$ cat src/rtl/hack_cpu_ws_pkg.sv
// Shared definitions for the wait-state Hack CPU: FSM states, IR field positions,
// ALU control decode and jump condition helpers.
package hack_cpu_ws_pkg;

  typedef enum logic [1:0] {
    ST_FETCH = 2'd0,
    ST_EXEC  = 2'd1,
    ST_READ  = 2'd2,
    ST_WRITE = 2'd3
  } state_e;

  localparam int IR_CI  = 15;
  localparam int IR_A   = 12;
  localparam int IR_ZX  = 11;
  localparam int IR_NO  = 6;
  localparam int IR_DA  = 5;
  localparam int IR_DD  = 4;
  localparam int IR_DM  = 3;
  localparam int IR_JLT = 2;
  localparam int IR_JGT = 0;

  typedef struct packed {
    logic zx;
    logic nx;
    logic zy;
    logic ny;
    logic f;
    logic no;
  } alu_ctl_t;

  function automatic alu_ctl_t decode_alu(input logic [5:0] comp);
    alu_ctl_t c;
    c = alu_ctl_t'(comp);
    return c;
  endfunction

  // jmp = {jlt, jeq, jgt}
  function automatic logic jump_taken(input logic [2:0] jmp, input logic zr, input logic ng);
    return (jmp[2] & ng) | (jmp[1] & zr) | (jmp[0] & ~ng & ~zr);
  endfunction

endpackage

$ cat src/rtl/hack_cpu_ws_alu.sv
// Combinational Hack ALU (zx/nx/zy/ny/f/no) at DATA_W bits with zero and negative flags.
module hack_cpu_ws_alu
  import hack_cpu_ws_pkg::*;
#(
  parameter int DATA_W = 16
) (
  input  logic [DATA_W-1:0] x,
  input  logic [DATA_W-1:0] y,
  input  alu_ctl_t          ctl,
  output logic [DATA_W-1:0] out,
  output logic              zr,
  output logic              ng
);

  logic [DATA_W-1:0] x_m;
  logic [DATA_W-1:0] y_m;
  logic [DATA_W-1:0] f_out;

  always_comb begin
    x_m = ctl.zx ? '0 : x;
    if (ctl.nx) x_m = ~x_m;
    y_m = ctl.zy ? '0 : y;
    if (ctl.ny) y_m = ~y_m;
    f_out = ctl.f ? (x_m + y_m) : (x_m & y_m);
    out   = ctl.no ? ~f_out : f_out;
    zr    = (out == '0);
    ng    = out[DATA_W-1];
  end

endmodule

$ cat src/rtl/hack_cpu_ws.sv
// Multicycle Hack CPU with valid/ready fetch, read and write handshakes.
// Optional HACK_CPU_PERF_CNT_EN adds cycle and retired-instruction counters.
module hack_cpu_ws
  import hack_cpu_ws_pkg::*;
#(
  parameter int DATA_W = 16,
  parameter int ADDR_W = 15,
  parameter int PC_W   = 15
) (
  input  logic              clk,
  input  logic              reset,
  input  logic [15:0]       instruction,
  input  logic              instr_valid,
  output logic              instr_req,
  output logic [PC_W-1:0]   pcaddr,
  input  logic [DATA_W-1:0] inM,
  input  logic              inM_valid,
  output logic              read_req,
  output logic [DATA_W-1:0] outM,
  output logic              writeM,
  input  logic              wready,
  output logic [ADDR_W-1:0] addressM
`ifdef HACK_CPU_PERF_CNT_EN
  ,
  output logic [31:0]       cyc_cnt,
  output logic [31:0]       instret_cnt
`endif
);

  state_e            state_q, state_d;
  logic [PC_W-1:0]   pc_q, pc_d;
  logic [PC_W-1:0]   pc_pend_q, pc_pend_d;
  logic [DATA_W-1:0] a_q, a_d;
  logic [DATA_W-1:0] dreg_q, dreg_d;
  logic [15:0]       ir_q, ir_d;
  logic [DATA_W-1:0] mreg_q, mreg_d;
  logic              mhave_q, mhave_d;
  logic [ADDR_W-1:0] addr_r_q, addr_r_d;
  logic [DATA_W-1:0] outm_q, outm_d;

  logic [DATA_W-1:0] alu_out;
  logic              alu_zr;
  logic              alu_ng;
  logic [PC_W-1:0]   pc_next;

  hack_cpu_ws_alu #(.DATA_W(DATA_W)) u_alu (
    .x   (dreg_q),
    .y   (ir_q[IR_A] ? mreg_q : a_q),
    .ctl (decode_alu(ir_q[IR_ZX:IR_NO])),
    .out (alu_out),
    .zr  (alu_zr),
    .ng  (alu_ng)
  );

  always_ff @(posedge clk) begin
    if (reset) state_q <= ST_FETCH;
    else       state_q <= state_d;
  end

  always_comb begin
    state_d = state_q;
    case (state_q)
      ST_FETCH: if (instr_valid) state_d = ST_EXEC;
      ST_EXEC: begin
        if (!ir_q[IR_CI])                  state_d = ST_FETCH;
        else if (ir_q[IR_A] && !mhave_q)   state_d = ST_READ;
        else if (ir_q[IR_DM])              state_d = ST_WRITE;
        else                               state_d = ST_FETCH;
      end
      ST_READ:  if (inM_valid) state_d = ST_EXEC;
      ST_WRITE: if (wready)    state_d = ST_FETCH;
      default:  state_d = ST_FETCH;
    endcase
  end

  always_comb begin
    instr_req = (state_q == ST_FETCH);
    read_req  = (state_q == ST_READ);
    writeM    = (state_q == ST_WRITE);
    addressM  = (state_q == ST_WRITE) ? addr_r_q : a_q[ADDR_W-1:0];
    pcaddr    = pc_q;
    outM      = outm_q;
  end

  // Jump target and write address both use A as it was before this instruction.
  always_comb begin
    pc_d      = pc_q;
    pc_pend_d = pc_pend_q;
    a_d       = a_q;
    dreg_d    = dreg_q;
    ir_d      = ir_q;
    mreg_d    = mreg_q;
    mhave_d   = mhave_q;
    addr_r_d  = addr_r_q;
    outm_d    = outm_q;
    pc_next   = jump_taken(ir_q[IR_JLT:IR_JGT], alu_zr, alu_ng) ? a_q[PC_W-1:0]
                                                                : pc_q + PC_W'(1);
    case (state_q)
      ST_FETCH: begin
        if (instr_valid) begin
          ir_d    = instruction;
          mhave_d = 1'b0;
        end
      end
      ST_EXEC: begin
        if (!ir_q[IR_CI]) begin
          a_d  = {{(DATA_W-15){1'b0}}, ir_q[14:0]};
          pc_d = pc_q + PC_W'(1);
        end else if (!(ir_q[IR_A] && !mhave_q)) begin
          addr_r_d = a_q[ADDR_W-1:0];
          outm_d   = alu_out;
          if (ir_q[IR_DA]) a_d = alu_out;
          if (ir_q[IR_DD]) dreg_d = alu_out;
          // With a pending write the next fetch waits, so PC is held until wready.
          if (ir_q[IR_DM]) pc_pend_d = pc_next;
          else             pc_d = pc_next;
        end
      end
      ST_READ: begin
        if (inM_valid) begin
          mreg_d  = inM;
          mhave_d = 1'b1;
        end
      end
      ST_WRITE: if (wready) pc_d = pc_pend_q;
      default: ;
    endcase
  end

  always_ff @(posedge clk) begin
    if (reset) begin
      pc_q      <= '0;
      pc_pend_q <= '0;
      a_q       <= '0;
      dreg_q    <= '0;
      ir_q      <= '0;
      mreg_q    <= '0;
      mhave_q   <= 1'b0;
      addr_r_q  <= '0;
      outm_q    <= '0;
    end else begin
      pc_q      <= pc_d;
      pc_pend_q <= pc_pend_d;
      a_q       <= a_d;
      dreg_q    <= dreg_d;
      ir_q      <= ir_d;
      mreg_q    <= mreg_d;
      mhave_q   <= mhave_d;
      addr_r_q  <= addr_r_d;
      outm_q    <= outm_d;
    end
  end

`ifdef HACK_CPU_PERF_CNT_EN
  logic [31:0] cyc_q, cyc_d;
  logic [31:0] instret_q, instret_d;

  always_comb begin
    cyc_d     = cyc_q + 32'd1;
    instret_d = instret_q;
    if ((state_q == ST_EXEC || state_q == ST_WRITE) && state_d == ST_FETCH)
      instret_d = instret_q + 32'd1;
  end

  always_ff @(posedge clk) begin
    if (reset) begin
      cyc_q     <= '0;
      instret_q <= '0;
    end else begin
      cyc_q     <= cyc_d;
      instret_q <= instret_d;
    end
  end

  assign cyc_cnt     = cyc_q;
  assign instret_cnt = instret_q;
`endif

endmodule
$ cat config.mk
export PLATFORM = sky130hd
export DESIGN_NAME = hack_cpu_ws
export DESIGN_NICKNAME = d
export VERILOG_FILES = /design/src/rtl/hack_cpu_ws_pkg.sv /design/src/rtl/hack_cpu_ws_alu.sv /design/src/rtl/hack_cpu_ws.sv
export SDC_FILE = /design/constraint.sdc
export NUM_CORES = 1
export LEC_CHECK = 0
export BUFFER_PORTS_ARGS = -buffer_cell sky130_fd_sc_hd__buf_2
export CORE_MARGIN = 2
export CORE_UTILIZATION = 31
export DETAILED_ROUTE_END_ITERATION = 12
export SLEW_MARGIN = 20
export SYNTH_ARGS = -nofsm -noshare
export SYNTH_HDL_FRONTEND = slang
export SYNTH_SLANG_ARGS = --single-unit
$ cat constraint.sdc
create_clock -name clk -period 6.35 [get_ports clk]
set_clock_uncertainty 0.1 [all_clocks]
set_input_delay 0.9525 -clock clk [delete_from_list [all_inputs] [get_ports clk]]
set_output_delay 0.9525 -clock clk [all_outputs]
set_load 0.1 [all_outputs]
# Word level (Yosys, flattened, before mapping)
# Cells that the tools add are included.
[totals]
reg_bits = 128
input_bits = 37
output_inout_bits = 49
word_cells = 77
[classes]
n_addsub = 2
n_eq_ne = 10
mux = 27
bitwise_logic = 13
reduce_logical = 15
[ops]
columns = ["op", "count"]
rows = [
  ["16-bit two-way mux", 10],
  ["15-bit two-way mux", 6],
  ["16-bit inverter", 3],
  ["15-bit case mux with 2 select lines", 1],
  ["16-bit adder", 1],
  ["16-bit bitwise AND", 1],
  ["16-bit logical NOT", 1],
  ["15-bit by 1-bit adder with 15-bit output, second input constant", 1],
  ["2-bit two-way mux", 6],
  ["3-bit AND reduction", 4],
  ["4-bit AND reduction", 3],
  ["2-bit != test, second input constant", 4],
  ["2-bit case mux with 4 select lines", 1],
  ["3-bit != test, second input constant", 2],
  ["1-bit bitwise AND", 4],
  ["2-bit == test, second input constant", 2],
  ["2-bit AND reduction", 2],
  ["2-bit nonzero test", 2],
  ["1-bit inverter", 3],
  ["2-bit by 1-bit == test with 1-bit output, second input constant", 1],
  ["2-bit logical NOT", 1],
  ["1-bit two-way mux", 2],
  ["2-bit by 1-bit != test with 1-bit output, second input constant", 1],
  ["1-bit OR", 2],
  ["3 further kinds", 3],
]

# Depth between registers and ports, before layout
# Gate-level depths: netlist of the first run.
[depth]
ltp_word = 17
mapped_depth = 18
depth_no_buf = 15

# Cells and area by module
# From an unflattened synthesis of the first run, not the netlist that was laid out.
[unflattened]
hier_cells = 995
area_unflattened_um2 = 7667.4
[modules_own_cells]
columns = ["module", "instances", "cells_each", "area_per_inst_um2"]
rows = [
  ["hack_cpu_ws", 1, 749, 5801.8],
  ["hack_cpu_ws_alu", 1, 246, 1865.5],
]

# Worst setup path before layout of the first run
# No wires, ideal clock.
[synth_timing]
path_kind = "flip-flop to flip-flop"
from = "reg ir_q[12]"
to = "reg pc_q[7], in the netlist pcaddr[7]"
setup_ns = 0.091
arrival_ns = 5.182
slack_ns = 0.977
stages_incl_launch_ff = 18
synth_period_minus_slack_ns = 5.373
cell_sequence = "dfxtp_1 > clkbuf_1 > buf_1 > mux2i_1 > nor2_1 > xor2_1 > ha_1 > o211ai_1 > o21a_1 > a2111oi_1 > o311a_1 > mux2i_1 > or4_4 > or3_4 > a311oi_4 > buf_6 > mux2_1 > a311oi_1"
[synth_between]
elab_chain_len = 17
word_cells_on_any_way = 26
[synth_lines]
columns = ["element", "line_no", "rtl"]
rows = [
  ["from (decl)", "hack_cpu_ws.sv:35", "logic [15:0] ir_q, ir_d;"],
  ["from (signal assigned)", "hack_cpu_ws.sv:146", "ir_q <= ir_d;"],
  ["16-bit two-way mux", "hack_cpu_ws.sv:48", ".y (ir_q[IR_A] ? mreg_q : a_q),"],
  ["16-bit two-way mux", "hack_cpu_ws_alu.sv:22", "y_m = ctl.zy ? '0 : y;"],
  ["16-bit inverter", "hack_cpu_ws_alu.sv:23", "if (ctl.ny) y_m = ~y_m;"],
  ["16-bit two-way mux", "hack_cpu_ws_alu.sv:23", ""],
  ["16-bit adder / 16-bit bitwise AND (equally long branches)", "hack_cpu_ws_alu.sv:24", "f_out = ctl.f ? (x_m + y_m) : (x_m & y_m);"],
  ["16-bit two-way mux", "hack_cpu_ws_alu.sv:24", ""],
  ["16-bit inverter", "hack_cpu_ws_alu.sv:25", "out = ctl.no ? ~f_out : f_out;"],
  ["16-bit two-way mux", "hack_cpu_ws_alu.sv:25", ""],
  ["16-bit logical NOT / 1-bit inverter (equally long branches)", "hack_cpu_ws_alu.sv:26, hack_cpu_ws_pkg.sv:39", ""],
  ["1-bit bitwise AND / 1-bit inverter (equally long branches)", "hack_cpu_ws_pkg.sv:39", "return (jmp[2] & ng) | (jmp[1] & zr) | (jmp[0] & ~ng & ~zr);"],
  ["1-bit OR / 1-bit bitwise AND (equally long branches)", "hack_cpu_ws_pkg.sv:39", ""],
  ["1-bit OR", "hack_cpu_ws_pkg.sv:39", ""],
  ["15-bit two-way mux", "hack_cpu_ws.sv:96", "pc_next = jump_taken(ir_q[IR_JLT:IR_JGT], alu_zr, alu_ng) ? a_q[PC_W-1:0]"],
  ["15-bit two-way mux", "hack_cpu_ws.sv:115", "if (ir_q[IR_DM]) pc_pend_d = pc_next;"],
  ["15-bit two-way mux", "hack_cpu_ws.sv:109", "end else if (!(ir_q[IR_A] && !mhave_q)) begin"],
  ["15-bit two-way mux", "hack_cpu_ws.sv:106", "if (!ir_q[IR_CI]) begin"],
  ["15-bit case mux with 2 select lines", "hack_cpu_ws.sv:98", "case (state_q)"],
  ["to (signal assigned)", "hack_cpu_ws.sv:142", "pc_q <= pc_d;"],
  ["to (decl)", "hack_cpu_ws.sv:31", "logic [PC_W-1:0] pc_q, pc_d;"],
]
# Several ways; a longest one is shown, not always the timed one. The select of a mux whose other input is x is not followed.
# A chain may end at the register's enable or synchronous reset.

# Worst setup path in the final report of the first run
[layout_timing]
from = "reg ir_q[12]"
to = "reg pc_q[12], in the netlist pcaddr[12]"
# Same word-level chain as after synthesis.

==> reports/qor.yml, run 1 <==
run_status:
  status: "finished, final reports clean"
hold_path:
  hp-class: "reg2reg"
grt:
  grt_max_degree: 96
  grt_pass1_wl_um: 39740
  antenna_found_initial: 0
  track_usage_pct: 19.39
  grt-ovfl-total: 0
  grt_pass1_vias: 6870
cells_and_area:
  fill_cells: 2683
  layout-drive-gt1-share_pct: 14.29
  area_growth_pct: 16.65
  num_antenna_cells: 0
  fin_nets: 1141
setup_path:
  worstPathRequired_ns: 6.58
  r2r_cells: 16
  r2r-start: "ir_q[12]"
  cp-start-kind: "flop"
  worstReg2RegEnd: "pcaddr[12]"
  worstPathArrival_ns: 5.73
  critPathKind: "reg2reg"
  crit_end: "pcaddr[12]"
  crit_fanout: 18
  cp-startpoint: "ir_q[12]"
  r2r_slack_ns: 0.84
  end_kind: "flop"
synth:
  synth.yosys.seq_area_share_pct: 32.67
  synth_area_mm2: 0.007844
  synthArstFlopShare_pct: 0
  synth_top_cell_by_area: "dfxtp_1"
  netlist_instances: 1037
  synth_cell_types: 72
  synth_edf_count: 0
  yosys-top-cells-area: "dfxtp_1 (33%), nand2_1 (12%), a21oi_1 (6.3%)"
  yosysWarnings: 0
  yosys_register_bits: 128
  synth.avg_cell_area_um2: 7.564
  synth_top_flop_cell: "dfxtp_1"
  synth_top_cell_area_share_pct: 32.67
  synth_fp_nets: 1092
route:
  drt_iter0_drc: 647
  first_pass_iters: 5
  vias: 7479
  drc_errors: 0
  vias_per_cell: 5.234
  ant_nets: 0
  drt-total-wl_um: 25530
  wire_per_inst_um: 17.87
die:
  coreArea_mm2: 0.02504
  initial_core_util_pct: 31.33
  die_x_um: 163.1
  die_h_um: 163.1
  fp.dieArea_mm2: 0.02659
  pin_count: 86
  fp-row-count: 58
placed_design:
  routabilityCongestion: 0.9370
  portBuffers: 85
  preCtsSetupSlack_ns: 0.8763
  dpl.hpwl_um: 18130
timing:
  slew-limit-headroom_pct: 31.51
  drv_slew: 0
  setup_ws_ns: 0.8442
  setup_viol: 0
  fin_crit_ns: 5.506
  rsz0062_at_grt: "no"
  fmax_ghz: 0.1816
  post-route-period-util_pct: 86.71
  hold_viol: 0
  worst_slew_pin_slew_ns: 1.027
  fin_tns_setup_ns: 0
clock_network:
  cts_resized: 0
  clkLatencyLatePin_ns: 0.43
  hold_buffers: 0
  cts_buffers: 17
  path_clk_slew_ns: 0.06
  post_cts_buffers: 0
  clock_path_buffers: 2
  h-tree-depth: 4
  cts_num_sinks: 128
  cts_tree: "done"
  clock_tree.root_cell: "clkbuf_16"
pwr:
  vdd_drop_max_v: 0.0002111
  p_leak_nw: 3.505
  pwr_density_cell_mw_per_mm2: 270.2
job:
  cap_violations: 0
==> layout make-up <==
| cell class | count | area, µm² | share of cell area, % |
|---|---|---|---|
| Sequential cell | 128 | 2562 | 28.00 |
| Inverter | 12 | 45.04 | 0.4923 |
| Clock buffer | 20 | 466.7 | 5.101 |
| Tap cell | 330 | 412.9 | 4.513 |
| Multi-Input combinational cell | 824 | 4945 | 54.04 |
| Timing Repair Buffer | 103 | 563.0 | 6.153 |
| Clock inverter | 12 | 155.1 | 1.696 |
==> report_power, final <==
group	internal, W	switching (W)	leakage (nW)
combinational	0.000168	0.000399	2.16
sequential	0.000829	0.0000388	1.04
clock	0.000651	0.000387	0.303
==> how the worst min path moves through the flow <==
stage	start	end	slack [ns]	depth (start not counted)
floorplan	ir_q[14]	ir_q[14]	0.34	2
global placement	dreg_q[8]	dreg_q[8]	0.34	2
detailed placement	addr_r_q[1]	addr_r_q[1]	0.35	2
CTS	addr_r_q[7]	addr_r_q[7]	0.36	2
global route	addr_r_q[1]	addr_r_q[1]	0.37	2
finish	dreg_q[5]	dreg_q[5]	0.35	2
==> metrics by stage <==
step	power [W]	std cells	hold slack (ns)	util (%)	instance area, µm²
after CTS	0.002488	1429	0.3560	36.55	9150
after global routing	0.002572	1429	0.3732	36.55	9150
final	0.002473	1429	0.3541	36.55	9150
after global placement	0.001443	1397	0.3426	34.06	8528
after detailed placement	0.001446	1397	0.3479	34.06	8528
after floorplan	0.001307	1037	0.3357	-	7844
==> state kept, by name, indices dropped and copies added (netlist names) <==
register   count
state_q        2
mhave_q        1
outM          16
pc_pend_q     15
ir_q          16
addr_r_q      15
pcaddr        15
a_q           16
dreg_q        16
mreg_q        16
==> cells in the mapped netlist (3+ instances only) <==
library cell,number
a211oi_2,3
nor2b_1,9
o2111ai_1,3
mux2_2,7
ha_1,17
nor3_1,12
o31ai_1,4
nand4_1,7
mux2i_1,49
a31oi_1,3
a211oi_1,28
inv_1,10
o21ai_0,24
a311oi_1,15
nand2_1,256
and3_1,8
and2_1,10
buf_2,6
nand3b_1,13
dfxtp_1,128
xnor2_1,40
nor2_1,81
o211ai_1,8
a21o_1,8
nand2b_1,23
a21oi_1,98
buf_1,9
xor2_1,22
nand3_1,15
clkbuf_1,55
mux2_1,7
or2_2,4
or3_1,6
==> logic make-up (layout without fill, tap and decap cells) <==
kind of cell	count (synthesis)	in the layout	share of synthesized area, %
buffers and inverters	85	147	4.323
AND/OR/NAND/NOR	457	457	26.05
AO/OA/AOI/OAI	224	224	18.81
multiplexers	63	63	8.263
adder cells (fa/ha/maj)	18	18	2.967
XOR/XNOR	62	62	6.923
flip-flops	128	128	32.67
==> layer usage <==
layer  GRT usage [%]  routed length [µm]
met1           28.01               12290
met2           29.80               11210
met3           3.377                1699
met4           4.948                 333
met5               0                   0
==> cells in the final DEF (no fill, tap or decap), drive strengths merged, types with 3 or more instances in the layout <==
master and count:
clkinv 5, xor2 22, buf 103, dfxtp 128, nor2 81, nor4 3
nand3b 13, a211oi 31, and2 10, o31ai 4, a311oi 16, nand4 7
mux2i 49, and3 8, inv 14, o2111ai 3, or2 4, mux2 14
nand2b 23, o211ai 9, a21oi 98, nand3 15, nand2 256, nor2b 9
clkbuf 20, bufinv 3, a21o 8, xnor2 40, a31oi 4, o21ai 26
nor3 12, or3 7, ha 17
==> critical path: stages, from the launching register on <==
cell and delay, ns:
dfxtp_1 0.34, buf_4 0.29, mux2i_1 0.22, nor2_1 0.07
xor2_1 0.15, ha_1 0.50, a21oi_1 0.20, a21oi_1 0.40
a221o_1 0.23, nand4_1 0.31, or4b_1 0.62, or4_4 0.45
or3_4 0.38, a311oi_4 0.20, buf_4 0.31, mux2_2 0.37
a311oi_1 0.25
No activity file was read; power rests on OpenSTA's default activity.
==> run 2, diff against run 1 <==
--- a/config.mk
+++ b/config.mk
@@ -8,6 +8,7 @@
 export BUFFER_PORTS_ARGS = -buffer_cell sky130_fd_sc_hd__buf_2
 export CORE_MARGIN = 2
 export CORE_UTILIZATION = 31
+export CTS_BUF_LIST = sky130_fd_sc_hd__clkbuf_2
 export DETAILED_ROUTE_END_ITERATION = 12
 export SLEW_MARGIN = 20
 export SYNTH_ARGS = -nofsm -noshare
==> reports/qor.yml, run 2 (synthesis results as in run 1) <==
run_status:
  status: "finished, final reports clean"
setup_path:
  crit_family: "simple AND/OR/NAND/NOR gates"
  worstPathArrival_ns: 6.11
  crit_slowest_cell: "or4b_1"
  worstPathRequired_ns: 6.91
  crit_chain: "buf_4 -> mux2i_1 -> nor2_1 -> xor2_1 -> ha_1 -> a21oi_1 -> a21oi_1 -> a221o_1 -> nand4_1 -> or4b_1 -> or4_4 -> or3_4 -> a311oi_4 -> buf_4 -> mux2_2 -> a311oi_1"
  end_kind: "flop"
  cp-start-kind: "flop"
  crit_fanout: 18
  path_buf_inv: 2
  crit_path_max_incr_delay_ns: 0.62
  critPathKind: "reg2reg"
cells_and_area:
  layout-drive-gt1-share_pct: 14.01
  mostFrequentLayoutCell: "nand2_1"
  fin_nets: 1141
  layout_common_cells: "nand2_1 (256), dfxtp_1 (128), a21oi_1 (98)"
  area_growth_pct: 11.96
  fin_cells: 1430
  fill_cells: 2736
route:
  ant_nets: 0
  wire_per_inst_um: 17.82
  drt_iter0_drc: 687
  vias_per_cell: 5.242
  drt-total-wl_um: 25490
  first_pass_iters: 6
  vias: 7496
  drc_errors: 0
pwr:
  pwr_density_cell_mw_per_mm2: 226.8
  finalPower_w: 0.001992
  p_leak_nw: 3.349
  vdd_drop_max_v: 0.0001384
grt:
  grt_pass1_wl_um: 39560
  track_usage_pct: 19.26
  grt_max_degree: 96
  grt-ovfl-total: 0
  grt_pass1_vias: 6866
  antenna_found_initial: 1
timing:
  setup_ws_ns: 0.7917
  hold_viol: 0
  fmax_ghz: 0.1799
  slew-limit-headroom_pct: 32.58
  fin_tns_setup_ns: 0
  rsz0062_at_grt: "no"
  post-route-period-util_pct: 87.53
  fin_crit_ns: 5.558
  drv_slew: 0
  worst_slew_pin_slew_ns: 1.011
  fin_hold_ws_ns: 0.3206
  setup_viol: 0
die:
  fp.dieArea_mm2: 0.02659
  pin_count: 86
  die_h_um: 163.1
  fp-row-count: 58
  initial_core_util_pct: 31.33
  coreArea_mm2: 0.02504
  die_x_um: 163.1
job:
  cap_violations: 0
clock_network:
  clock_tree.root_cell: "clkbuf_2"
  cts_num_sinks: 128
  cts_tree: "done"
  h-tree-depth: 4
  post_cts_buffers: 0
  clock_path_buffers: 2
  cts_buffers: 17
  cts_resized: 0
  hold_buffers: 0
  clkLatencyLatePin_ns: 0.75
  path_clk_slew_ns: 0.21
hold_path:
  hp-class: "in2reg"
placed_design:
  portBuffers: 85
  dp_cells: 1397
  routabilityCongestion: 0.9370
  dpl.hpwl_um: 18130
  preCtsSetupSlack_ns: 0.8763
-- run 2: worst min-delay path: cells and delay by family --
kind / cells / cell delay, ns
simple gates: 1 / 0.05
buf+inv: 1 / 0.10
compound gates: 1 / 0.05
-- run 2: per-stage QoR --
step / area (µm²) / utilization (%)
2_1_floorplan: 7844 / -
3_3_place_gp: 8528 / 34.06
3_5_place_dp: 8528 / 34.06
4_1_cts: 8780 / 35.07
5_1_grt: 8782 / 35.08
6_report: 8782 / 35.08
-- run 2: report_power, final --
| group | switching [W] | internal [W] |
|---|---|---|
| registers | 0.0000390 | 0.000830 |
| logic | 0.000400 | 0.000168 |
| clock network | 0.000337 | 0.000218 |
-- run 2: cell type report --
cell class	instances	area, µm²	share of cell area, %
diodes	1	2.502	0.02849
flip-flops and latches	128	2562	29.18
well taps	330	412.9	4.702
clock buffers	17	85.08	0.9688
multi-input cells	824	4945	56.30
inverters	12	45.04	0.5129
repair buffers	103	563.0	6.411
clock inverters	15	166.4	1.895
-- run 2: final timing paths --
path,from,endpoint,slack [ns],cells past startpoint
setup / recovery,ir_q[12],pcaddr[2],0.79,16
hold / removal,instruction[9],ir_q[9],0.32,3
setup reg to reg,ir_q[12],pcaddr[2],0.79,16
hold reg to reg,outM[9],outM[9],0.37,2
-- run 2: routing by layer --
metal | GRT usage [%] | up-vias | wire (µm)
met2 | 29.70 | 228 | 11120
li1 | - | 3696 | -
met1 | 28.23 | 3552 | 12520
met5 | 0 | - | 0
met3 | 3.174 | 20 | 1554
met4 | 3.902 | 0 | 295
==> run 3, diff against run 2 <==
--- a/config.mk
+++ b/config.mk
@@ -5,7 +5,9 @@
 export SDC_FILE = /design/constraint.sdc
 export NUM_CORES = 1
 export LEC_CHECK = 0
+export ABC_AREA = 1
 export BUFFER_PORTS_ARGS = -buffer_cell sky130_fd_sc_hd__buf_2
+export CORE_ASPECT_RATIO = 1.4
 export CORE_MARGIN = 2
 export CORE_UTILIZATION = 31
 export CTS_BUF_LIST = sky130_fd_sc_hd__clkbuf_2
==> reports/qor.yml, run 3 <==
hold_path:
  hp-class: "reg2reg"
  hold_depth: 2
clock_network:
  cts_tree: "done"
  post_cts_buffers: 0
  cts_num_sinks: 128
  cts_buffers: 17
  h-tree-depth: 4
  path_clk_slew_ns: 0.18
  clock_path_buffers: 2
  cts_resized: 0
  clkLatencyLatePin_ns: 0.72
  clock_tree.root_cell: "clkbuf_2"
  hold_buffers: 0
synth:
  synth_area_mm2: 0.008170
  yosysWarnings: 0
  synth_cell_types: 40
  synth_edf_count: 0
  yosys.area_share.simple_pct: 26.22
  synth_top_family_by_area: "simple AND/OR/NAND/NOR gates"
  yosysMostFrequentCell: "nand2_1"
  synth_top_cell_area_share_pct: 31.36
  synth_xor_area_share_pct: 5.008
  synth_fp_nets: 1307
  synthMuxAreaShare_pct: 0
  synth_top_cell_by_area: "dfxtp_1"
  synthTopCellsByCount: "nand2_1 (279), inv_1 (193), dfxtp_1 (128), a21oi_1 (124), o21ai_0 (103)"
  synth.avg_cell_area_um2: 6.526
  netlist_instances: 1252
  synth_top_flop_cell: "dfxtp_1"
  yosys_register_bits: 128
  synth_compound_area_share_pct: 21.84
  synth.yosys.seq_area_share_pct: 31.36
  synthArstFlopShare_pct: 0
  synth_fa_ha_area_share_pct: 2.848
  yosys-top-cells-area: "dfxtp_1 (31%), nand2_1 (13%), inv_1 (8.9%)"
setup_path:
  crit_fanout: 35
  r2r_slack_ns: 1.65
  worstPathArrival_ns: 5.25
  critPathKind: "reg2reg"
  crit_end: "pc_pend_q[11]"
  cp-start-kind: "flop"
  worstReg2RegEnd: "pc_pend_q[11]"
  worstPathRequired_ns: 6.90
  cp-startpoint: "ir_q[12]"
  end_kind: "flop"
  r2r-start: "ir_q[12]"
  r2r_cells: 20
grt:
  antenna_found_initial: 1
  grt_max_degree: 94
  track_usage_pct: 19.20
  grt-ovfl-total: 0
  grt_pass1_wl_um: 41340
  grt_pass1_vias: 7521
placed_design:
  preCtsSetupSlack_ns: 1.747
  portBuffers: 85
  placed_cell_area_mm2: 0.008800
  routabilityCongestion: 0.9503
  dp_cells: 1602
  dpl.hpwl_um: 19570
route:
  wire_per_inst_um: 16.23
  ant_nets: 0
  drt_iter0_drc: 475
  first_pass_iters: 5
  vias: 8193
  drt-total-wl_um: 26530
  drc_errors: 0
  vias_per_cell: 5.014
timing:
  worst_slew_pin_slew_ns: 0.9552
  setup_ws_ns: 1.654
  post-route-period-util_pct: 73.95
  hold_viol: 0
  rsz0062_at_grt: "no"
  fin_tns_setup_ns: 0
  drv_slew: 0
  slew-limit-headroom_pct: 36.16
  fin_crit_ns: 4.696
  fmax_ghz: 0.2130
  setup_viol: 0
cells_and_area:
  mostFrequentLayoutCell: "nand2_1"
  layout-drive-gt1-share_pct: 14.97
  ff_latch_area_mm2: 0.002562
  fill_cells: 2793
  multi_input_area_mm2: 0.004586
  area_growth_pct: 10.09
  fin_util_pct: 34.58
  layout_common_cells: "nand2_1 (278), inv_1 (192), dfxtp_1 (128)"
  fin_cells: 1634
  final_cell_area_mm2: 0.008995
  fin_nets: 1352
run_status:
  status: "finished, final reports clean"
pwr:
  p_leak_nw: 4.301
  vdd_drop_max_v: 0.0001340
  pwr_density_cell_mw_per_mm2: 243.7
die:
  fp.dieArea_mm2: 0.02769
  coreArea_mm2: 0.02601
  pin_count: 86
  die_x_um: 141.2
  fp-row-count: 70
  die_h_um: 196.1
  initial_core_util_pct: 31.41
job:
  cap_violations: 0
run 3: cell count changes after synthesis, moves of 19 or more:
| cell | before | now |
|---|---|---|
| nand2b_1 | 23 | 0 |
| mux2i_1 | 49 | 0 |
| nand2_2 | 0 | 25 |
| a211oi_1 | 28 | 0 |
| xnor2_1 | 40 | 2 |
| o21ai_0 | 24 | 103 |
| nand3_1 | 15 | 85 |
| o211ai_1 | 8 | 33 |
| inv_1 | 10 | 193 |
| nor2_1 | 81 | 55 |
| a21oi_1 | 98 | 124 |
| nand2_1 | 256 | 279 |
| xor2_1 | 22 | 41 |
run 3: how the worst min path moves through the flow:
stage | startpoint | to | slack, ns
global route | instruction[10] | ir_q[10] | 0.32
finish | mreg_q[13] | mreg_q[13] | 0.38
CTS | instruction[10] | ir_q[10] | 0.34
global placement | mhave_q | mhave_q | 0.35
detailed placement | mhave_q | mhave_q | 0.35
floorplan | mreg_q[0] | mreg_q[0] | 0.33
run 3: metrics by stage:
step | hold WS (ns) | power [W]
2_1_floorplan | 0.3297 | 0.001549
3_3_place_gp | 0.3489 | 0.001749
3_5_place_dp | 0.3532 | 0.001753
4_1_cts | 0.3393 | 0.002202
5_1_grt | 0.3237 | 0.002323
6_report | 0.3779 | 0.002192
run 3: area by class of cell:
| type | count | share of cell area (%) |
|---|---|---|
| Antenna cell | 1 | 0.02782 |
| Clock buffer | 19 | 1.057 |
| Clock inverter | 12 | 1.057 |
| Inverter | 199 | 8.318 |
| Multi-Input combinational cell | 856 | 50.98 |
| Sequential cell | 128 | 28.49 |
| Tap cell | 324 | 4.507 |
| Timing Repair Buffer | 95 | 5.564 |
run 3: logic make-up (layout without fill, tap and decap cells):
group	Yosys count	in the layout
buf+inv	268	325
simple gates	483	483
other cells	0	1
compound gates	310	310
flops	128	128
fa+ha+maj	18	18
xor+xnor	45	45
run 3: critical path: stages, from the launching register on:
cell      delay, ns
dfxtp_1        0.94
o21ai_0        0.25
xor2_1         0.19
ha_1           0.28
fa_1           0.49
nand2_1        0.05
nand2_1        0.10
xor2_1         0.42
nand2_1        0.09
nor2_1         0.12
nand3_1        0.08
nor2_1         0.12
nand3_2        0.10
nor2_4         0.15
nand2_2        0.08
nand2_4        0.10
nand3_4        0.40
nand2_1        0.23
a21oi_1        0.08
nand3b_1       0.19
inv_1          0.08
run 3: power by group:
group | switching (W) | internal, W | total (W)
sequential | 0.0000475 | 0.000842 | 0.000890
combinational | 0.000627 | 0.000227 | 0.000854
clock | 0.000312 | 0.000136 | 0.000448
total | 0.000986 | 0.00121 | 0.00219
run 3: per-layer routing:
layer | share of wire (%) | GRT usage (%)
met4 | 5.5 | 10.93
met5 | 0 | 0
met3 | 3.8 | 2.563
met2 | 51 | 34.30
met1 | 40 | 21.77
